File: src/rtl/fetch_unit_pkg.sv
// Shared constants for the instruction fetch unit: FSM encoding and default
// reset PC / bubble instruction.
package fetch_unit_pkg;

    localparam logic [1:0] S_REQ  = 2'd0;
    localparam logic [1:0] S_WAIT = 2'd1;
    localparam logic [1:0] S_HOLD = 2'd2;
    localparam logic [1:0] S_DROP = 2'd3;

    localparam logic [31:0] DEF_RESET_PC  = 32'h0000_0000;
    localparam logic [31:0] DEF_NOP_INSTR = 32'h0000_0013;

endpackage

File: src/rtl/fetch_unit.sv
// Single-outstanding-request instruction fetch stage: PCF register, request FSM,
// one-word hold buffer for ID stalls and the IF/ID pipeline register.
module fetch_unit
    import fetch_unit_pkg::*;
#(
    parameter logic [31:0] RESET_PC  = DEF_RESET_PC,
    parameter logic [31:0] NOP_INSTR = DEF_NOP_INSTR
) (
    input  logic        CPU_CLK,
    input  logic        CPU_RST,
    input  logic [31:0] PC_In,
    input  logic        RedirectF,
    input  logic        StallF,
    input  logic        StallD,
    input  logic        FlushD,
    output logic        ImemReqValid,
    input  logic        ImemReqReady,
    output logic [31:0] ImemAddr,
    input  logic        ImemRspValid,
    input  logic [31:0] ImemRspData,
    output logic [31:0] PCF,
    output logic [31:0] PCD,
    output logic [31:0] InstrD,
    output logic        ValidD
);

    logic [1:0]  state, state_n;
    logic [31:0] pcf_n;
    logic [31:0] hbuf, hbuf_n;
    logic        load;
    logic [31:0] ldata;
    logic        accept;

    assign ImemReqValid = (state == S_REQ) && !StallF;
    assign ImemAddr     = PCF;
    assign accept       = ImemReqValid && ImemReqReady;

    always_comb begin
        state_n = state;
        pcf_n   = PCF;
        hbuf_n  = hbuf;
        load    = 1'b0;
        ldata   = ImemRspData;
        case (state)
            S_REQ: begin
                if (RedirectF)   pcf_n   = PC_In;
                else if (accept) state_n = S_WAIT;
            end
            S_WAIT: begin
                if (RedirectF) begin
                    pcf_n   = PC_In;
                    state_n = ImemRspValid ? S_REQ : S_DROP;
                end else if (ImemRspValid) begin
                    if (StallD) begin
                        hbuf_n  = ImemRspData;
                        state_n = S_HOLD;
                    end else begin
                        load    = 1'b1;
                        state_n = S_REQ;
                    end
                end
            end
            S_HOLD: begin
                if (RedirectF) begin
                    pcf_n   = PC_In;
                    hbuf_n  = '0;
                    state_n = S_REQ;
                end else if (!StallD) begin
                    load    = 1'b1;
                    ldata   = hbuf;
                    hbuf_n  = '0;
                    state_n = S_REQ;
                end
            end
            default: begin
                if (RedirectF)    pcf_n   = PC_In;
                if (ImemRspValid) state_n = S_REQ;
            end
        endcase
        // PC advances when a word is handed to ID, unless fetch is stalled
        if (load && !StallF) pcf_n = PC_In;
    end

    always_ff @(posedge CPU_CLK or posedge CPU_RST) begin
        if (CPU_RST) begin
            state <= S_REQ;
            PCF   <= RESET_PC;
            hbuf  <= '0;
        end else begin
            state <= state_n;
            PCF   <= pcf_n;
            hbuf  <= hbuf_n;
        end
    end

    // Flush beats stall beats load; anything else inserts a bubble
    always_ff @(posedge CPU_CLK or posedge CPU_RST) begin
        if (CPU_RST) begin
            PCD    <= '0;
            InstrD <= NOP_INSTR;
            ValidD <= 1'b0;
        end else if (FlushD) begin
            PCD    <= '0;
            InstrD <= NOP_INSTR;
            ValidD <= 1'b0;
        end else if (!StallD) begin
            if (load) begin
                PCD    <= PCF;
                InstrD <= ldata;
                ValidD <= 1'b1;
            end else begin
                PCD    <= '0;
                InstrD <= NOP_INSTR;
                ValidD <= 1'b0;
            end
        end
    end

endmodule

File: config.mk
export PLATFORM = sky130hd
export DESIGN_NAME = fetch_unit
export DESIGN_NICKNAME = d
export VERILOG_FILES = /design/src/rtl/fetch_unit_pkg.sv /design/src/rtl/fetch_unit.sv
export SDC_FILE = /design/constraint.sdc
export NUM_CORES = 1
export LEC_CHECK = 0
export CORE_MARGIN = 4
export CORE_UTILIZATION = 41
export DETAILED_ROUTE_END_ITERATION = 8
export PLACE_DENSITY = 0.88
export SYNTH_ARGS = -nofsm -noshare
export SYNTH_HDL_FRONTEND = slang
export SYNTH_SLANG_ARGS = --single-unit
File: constraint.sdc
create_clock -name CPU_CLK -period 4.3 [get_ports CPU_CLK]
set_clock_uncertainty 0.2 [all_clocks]
set_input_delay 0.86 -clock CPU_CLK [delete_from_list [all_inputs] [get_ports CPU_CLK]]
set_output_delay 0.86 -clock CPU_CLK [all_outputs]
set_load 0.01 [all_outputs]
* Word level (Yosys, flattened, before mapping)
Cells that the tools add are included.
** Storage, ports and cells
- Logic and storage cells :: 60
- Flip-flop bits (word level) :: 131
- Output and inout bits :: 130
- Bits of input ports :: 72
** Cells by class
- Muxes and demuxes :: 34
- Equality and inequality tests :: 10
- Reductions and logical operators :: 10
** Operators by type and width (number)
- $mux W32 :: 15
- $pmux W32 S2 :: 1
- $mux W2 :: 9
- $ne A2 B2 Y1 const B :: 5
- $reduce_and A5 Y1 :: 2
- $mux W1 :: 7
- $ne A3 B3 Y1 const B :: 2
- $pmux W2 S3 :: 1
- $reduce_bool A2 Y1 :: 2
- $reduce_bool A4 Y1 :: 1
- $logic_and A1 B1 Y1 :: 3
- $eq A2 B1 Y1 const B :: 1
- $eq A2 B2 Y1 const B :: 1
- $logic_not A2 Y1 :: 1
- $ne A2 B1 Y1 const B :: 1
- $pmux W1 S2 :: 1
- $logic_not A1 Y1 :: 1

* Longest topological paths before layout
- Depth in word-level cells :: 7
- Mapped depth :: 8
- Depth with buffers taken out :: 6

* Worst setup path before layout
Ideal clock, no wire load.
- Path kind :: input port to flip-flop
- From :: input StallD
- To :: register PCF[0] (netlist: ImemAddr[0])
- Arrival :: 1.959 ns
- Library setup time :: 0.125 ns
- Stages on the path :: 6
- Data required time :: 3.975 ns
- Setup slack :: 2.016 ns
- Path buffers :: 2
- Cell sequence :: buf_4 -> nor2_4 -> nand3_2 -> o21ai_4 -> buf_6 -> mux2_2
** Between the ends
- Longest elaborated chain between the ends :: 6
- Elaborated cells between the ends (all ways) :: 8
- Classes of those cells :: 6 x mux; 2 x reduce/logical
** RTL lines
- start: declaration :: RTL line fetch_unit.sv:14 : input logic StallD,
- $mux W1 (*) :: RTL line fetch_unit.sv:54, fetch_unit.sv:68
- $mux W1 :: RTL line fetch_unit.sv:53 : end else if (ImemRspValid) begin
- $mux W1 :: RTL line fetch_unit.sv:50 : if (RedirectF) begin
- $pmux W1 S2 (*) :: RTL line fetch_unit.sv:44 : case (state)
- $logic_and A1 B1 Y1 (*) :: RTL line fetch_unit.sv:81 : if (load && !StallF) pcf_n = PC_In;
- $mux W32 or $reduce_bool A2 Y1 (tied branches)
- end signal: assignment :: RTL line fetch_unit.sv:91 : PCF <= pcf_n;
- end: declaration :: RTL line fetch_unit.sv:21 : output logic [31:0] PCF,
Every way passes the cells marked *; elsewhere a longest branch is shown, timed or not.
A chain may end at the register's enable or synchronous reset.

* Worst setup path in the final report
- From :: input StallF
- To :: output ImemReqValid
** Between the ends
- Longest elaborated chain between the ends :: 2
** RTL lines
- start: declaration :: RTL line fetch_unit.sv:13 : input logic StallF,
- $logic_not A1 Y1 :: RTL line fetch_unit.sv:34 : assign ImemReqValid = (state == S_REQ) && !StallF;
- $logic_and A1 B1 Y1 :: RTL line fetch_unit.sv:34
- end: declaration :: RTL line fetch_unit.sv:16 : output logic ImemReqValid,
Every way passes these cells.

==> impl_metrics.tcl <==
set metrics [dict create \
    root_buffer "clkbuf_16" \
    syn-cell-area_um2 5880 \
    rsz0062_at_grt "false" \
    synth_edf_count 0 \
    hold_class "flop to flop" \
    drive_above_1_share 0.170 \
    power_frac_comb 0.234 \
    p_leak_uw 0.00360 \
    critPathMostFrequentCell "clkdlybuf4s50_1" \
    path_cells "clkdlybuf4s50_1, nor2b_1, clkdlybuf4s50_1" \
    tightest_slew_ns 0.880 \
    synth-seq-cells 131 \
    drt_iter0_markers 197 \
    core-area_um2 14000 \
    nets 761 \
    cp.required_ns 3.24 \
    cts_tree "yes" \
    insertion_delay_ns 0.40 \
    ctsResizeCount 0 \
    grt.met3_usage 0.0721 \
    floorplan.initialDensity 0.421 \
    place_ws_ns 1.08 \
    rows 43 \
    maxCapViolCount 0 \
    finalSetupViolations 0 \
    seq_area_frac_synth 0.558 \
    period_share 0.718 \
    routed_wl_um 15100 \
    antennaDiodeCount 0 \
    die_area_um2 16300 \
    grt-busiest-layer "met2" \
    cts_hold_buffers 0 \
    wire_per_inst_um 17.3 \
    critPathMaxStageDelay_ns 0.55 \
    ys.flop_type "dfrtp_1" \
    via_count 4497 \
    synth_nets 600 \
    synth_cells 524 \
    grt_pass1_vias 4895 \
    switching_share 0.278 \
    portBuffers 201 \
    die_w_um 128 \
    clock_path_buffers 2 \
    die_h_um 128 \
    end_kind "primary output" \
    cp.arrival_ns 2.03 \
    h-tree-depth 4 \
    synth.distinct_cells 30 \
    grt_usage 0.193 \
    gr-total-overflow 0 \
    place_congestion 0.751 \
    internal_power_uw 2770 \
    synthArstFlopShare 1.00 \
    syn_to_final_growth_pct 41.3 \
    global_route.usage.met2 0.313 \
    use_met1 0.238 \
    antenna_found_initial 0 \
    drc_errors 0 \
    status "complete, no violations" \
    peakVddDrop_v 0.000268 \
    fin_ws_ns 1.21 \
    setup.worst_path.start_class "input pin" \
    post-route-min-period_ns 3.09 \
    hpwl_um 10500 \
    via_per_inst 5.13 \
    ys_warn_count 0 \
    critPathMaxFanout 3 \
    fillers 1133 \
    max_slew_margin 0.412 \
    hold_ws_ns 0.273 \
    ant_nets 0 \
    power.switching_uw 1070 \
    cts_setup_buffers 0 \
    critical_path.slowest_cell "clkdlybuf4s50_1" \
    grt_pass1_wl_um 25000 \
    ios 202 \
    dr.pass1.iters 4 \
    fin_tns_setup_ns 0 \
    hold_viol_final 0 \
    timing.fmax_mhz 324 \
    avgSynthCellArea_um2 11.2 \
    critPathKind "input pin to primary output" \
    pwr-share-clk 0.358 \
    cellPowerDensity_nw_per_um2 461 \
    clk_pin_slew_ns 0.05 \
    drv_slew 0 \
    numCtsBuffers 17 \
    grt_max_degree 65 \
    utilization 0.594 \
    cts_sinks 131 \
    p_seq_frac 0.408 \
]
## worst paths after layout
| kind | start | endpoint | slack (ns) | depth (start not counted) |
|---|---|---|---|---|
| worst max-delay path | StallF | ImemReqValid | 1.21 | 3 |
| worst min-delay path | hbuf[21] | hbuf[21] | 0.27 | 2 |
| worst max register to register | state[0] | hbuf[31] | 1.70 | 7 |
| worst min register to register | hbuf[21] | hbuf[21] | 0.27 | 2 |
| max in group asynchronous | CPU_RST | InstrD[4] | 2.37 | 3 |
| min in group asynchronous | CPU_RST | hbuf[24] | 0.78 | 2 |
## flip-flops by register name (all words and copies together) (netlist names)
name / count
hbuf: 32
PCD: 32
ValidD: 1
ImemAddr: 32
state: 2
InstrD: 32
## per-layer routing
metal,vias to the layer above,part of all wire
met1,2182,0.41
met5,-,0
met4,0,0.012
li1,2108,-
met2,194,0.49
met3,13,0.084
## cell type report
| cell class | count | area [um2] | area share |
|---|---|---|---|
| Inverter | 8 | 33.8 | 0.00406 |
| Clock buffer | 20 | 457 | 0.0549 |
| Tap cell | 180 | 225 | 0.0271 |
| Timing Repair Buffer | 211 | 2110 | 0.254 |
| Sequential cell | 131 | 3280 | 0.395 |
| Clock inverter | 10 | 110 | 0.0132 |
| Multi-Input combinational cell | 316 | 2090 | 0.252 |
## power groups by stage
stage          logic (uW)  registers, uW  clock network (uW)
3_3_place_gp          878           1570                   0
2_1_floorplan         566           1580                   0
6_report              897           1560                1380
4_1_cts               913           1570                1410
3_5_place_dp          909           1580                   0
5_1_grt               995           1590                1470
## metrics by stage
| stage | power (uW) | std cells | cell area [um2] |
|---|---|---|---|
| floorplan | 2150 | 524 | 5890 |
| global placement | 2450 | 846 | 7750 |
| detailed placement | 2490 | 846 | 7750 |
| CTS | 3890 | 876 | 8310 |
| global route | 4060 | 876 | 8310 |
| finish | 3840 | 876 | 8310 |
## cells by family (layout without fill, tap and decap cells)
family / count (synthesis) / count (layout) / share of synthesized area
AO/OA/AOI/OAI: 106 / 106 / 0.124
flip-flops: 131 / 131 / 0.558
adder cells (fa/ha/maj): 4 / 4 / 0.00851
buffers and inverters: 77 / 249 / 0.0872
multiplexers: 66 / 66 / 0.126
AND/OR/NAND/NOR: 140 / 140 / 0.0967
## worst max-delay path: cells and delay by family
kind	cells	cell delay [ns]
buffers and inverters	2	1.03
AND/OR/NAND/NOR	1	0.14
## placed cells by master, fill, tap and decap left out, drive strengths merged
cell	instances
inv	6
buf	12
or2b	1
and3	1
nand2b	4
clkinv	5
and4b	1
o221ai	1
a21oi	4
a21o	1
nor2b	2
clkdlybuf4s50	199
bufinv	2
o22ai	3
mux2	66
clkbuf	20
nand3	1
o31ai	1
dfrtp	128
clkinvlp	5
nor2	65
ha	4
o21ai	34
a22oi	62
nand2	65
dfstp	3
## Yosys cell counts (2+ instances only)
| master | n | area [um2] |
|---|---|---|
| nand2_1 | 65 | 244 |
| nor2_1 | 64 | 240 |
| buf_6 | 12 | 135 |
| clkbuf_1 | 16 | 60.1 |
| nor2b_1 | 2 | 12.5 |
| dfrtp_1 | 128 | 3200 |
| dfstp_2 | 3 | 78.8 |
| nand2b_1 | 4 | 25.0 |
| buf_2 | 8 | 40.0 |
| mux2_2 | 65 | 732 |
| inv_1 | 7 | 26.3 |
| a21oi_1 | 4 | 20.0 |
| o21ai_0 | 32 | 160 |
| a22oi_1 | 61 | 458 |
| o22ai_1 | 3 | 18.8 |
| buf_4 | 33 | 248 |
| ha_1 | 4 | 50.1 |
Note: power is estimated with default switching activity, not from simulation.
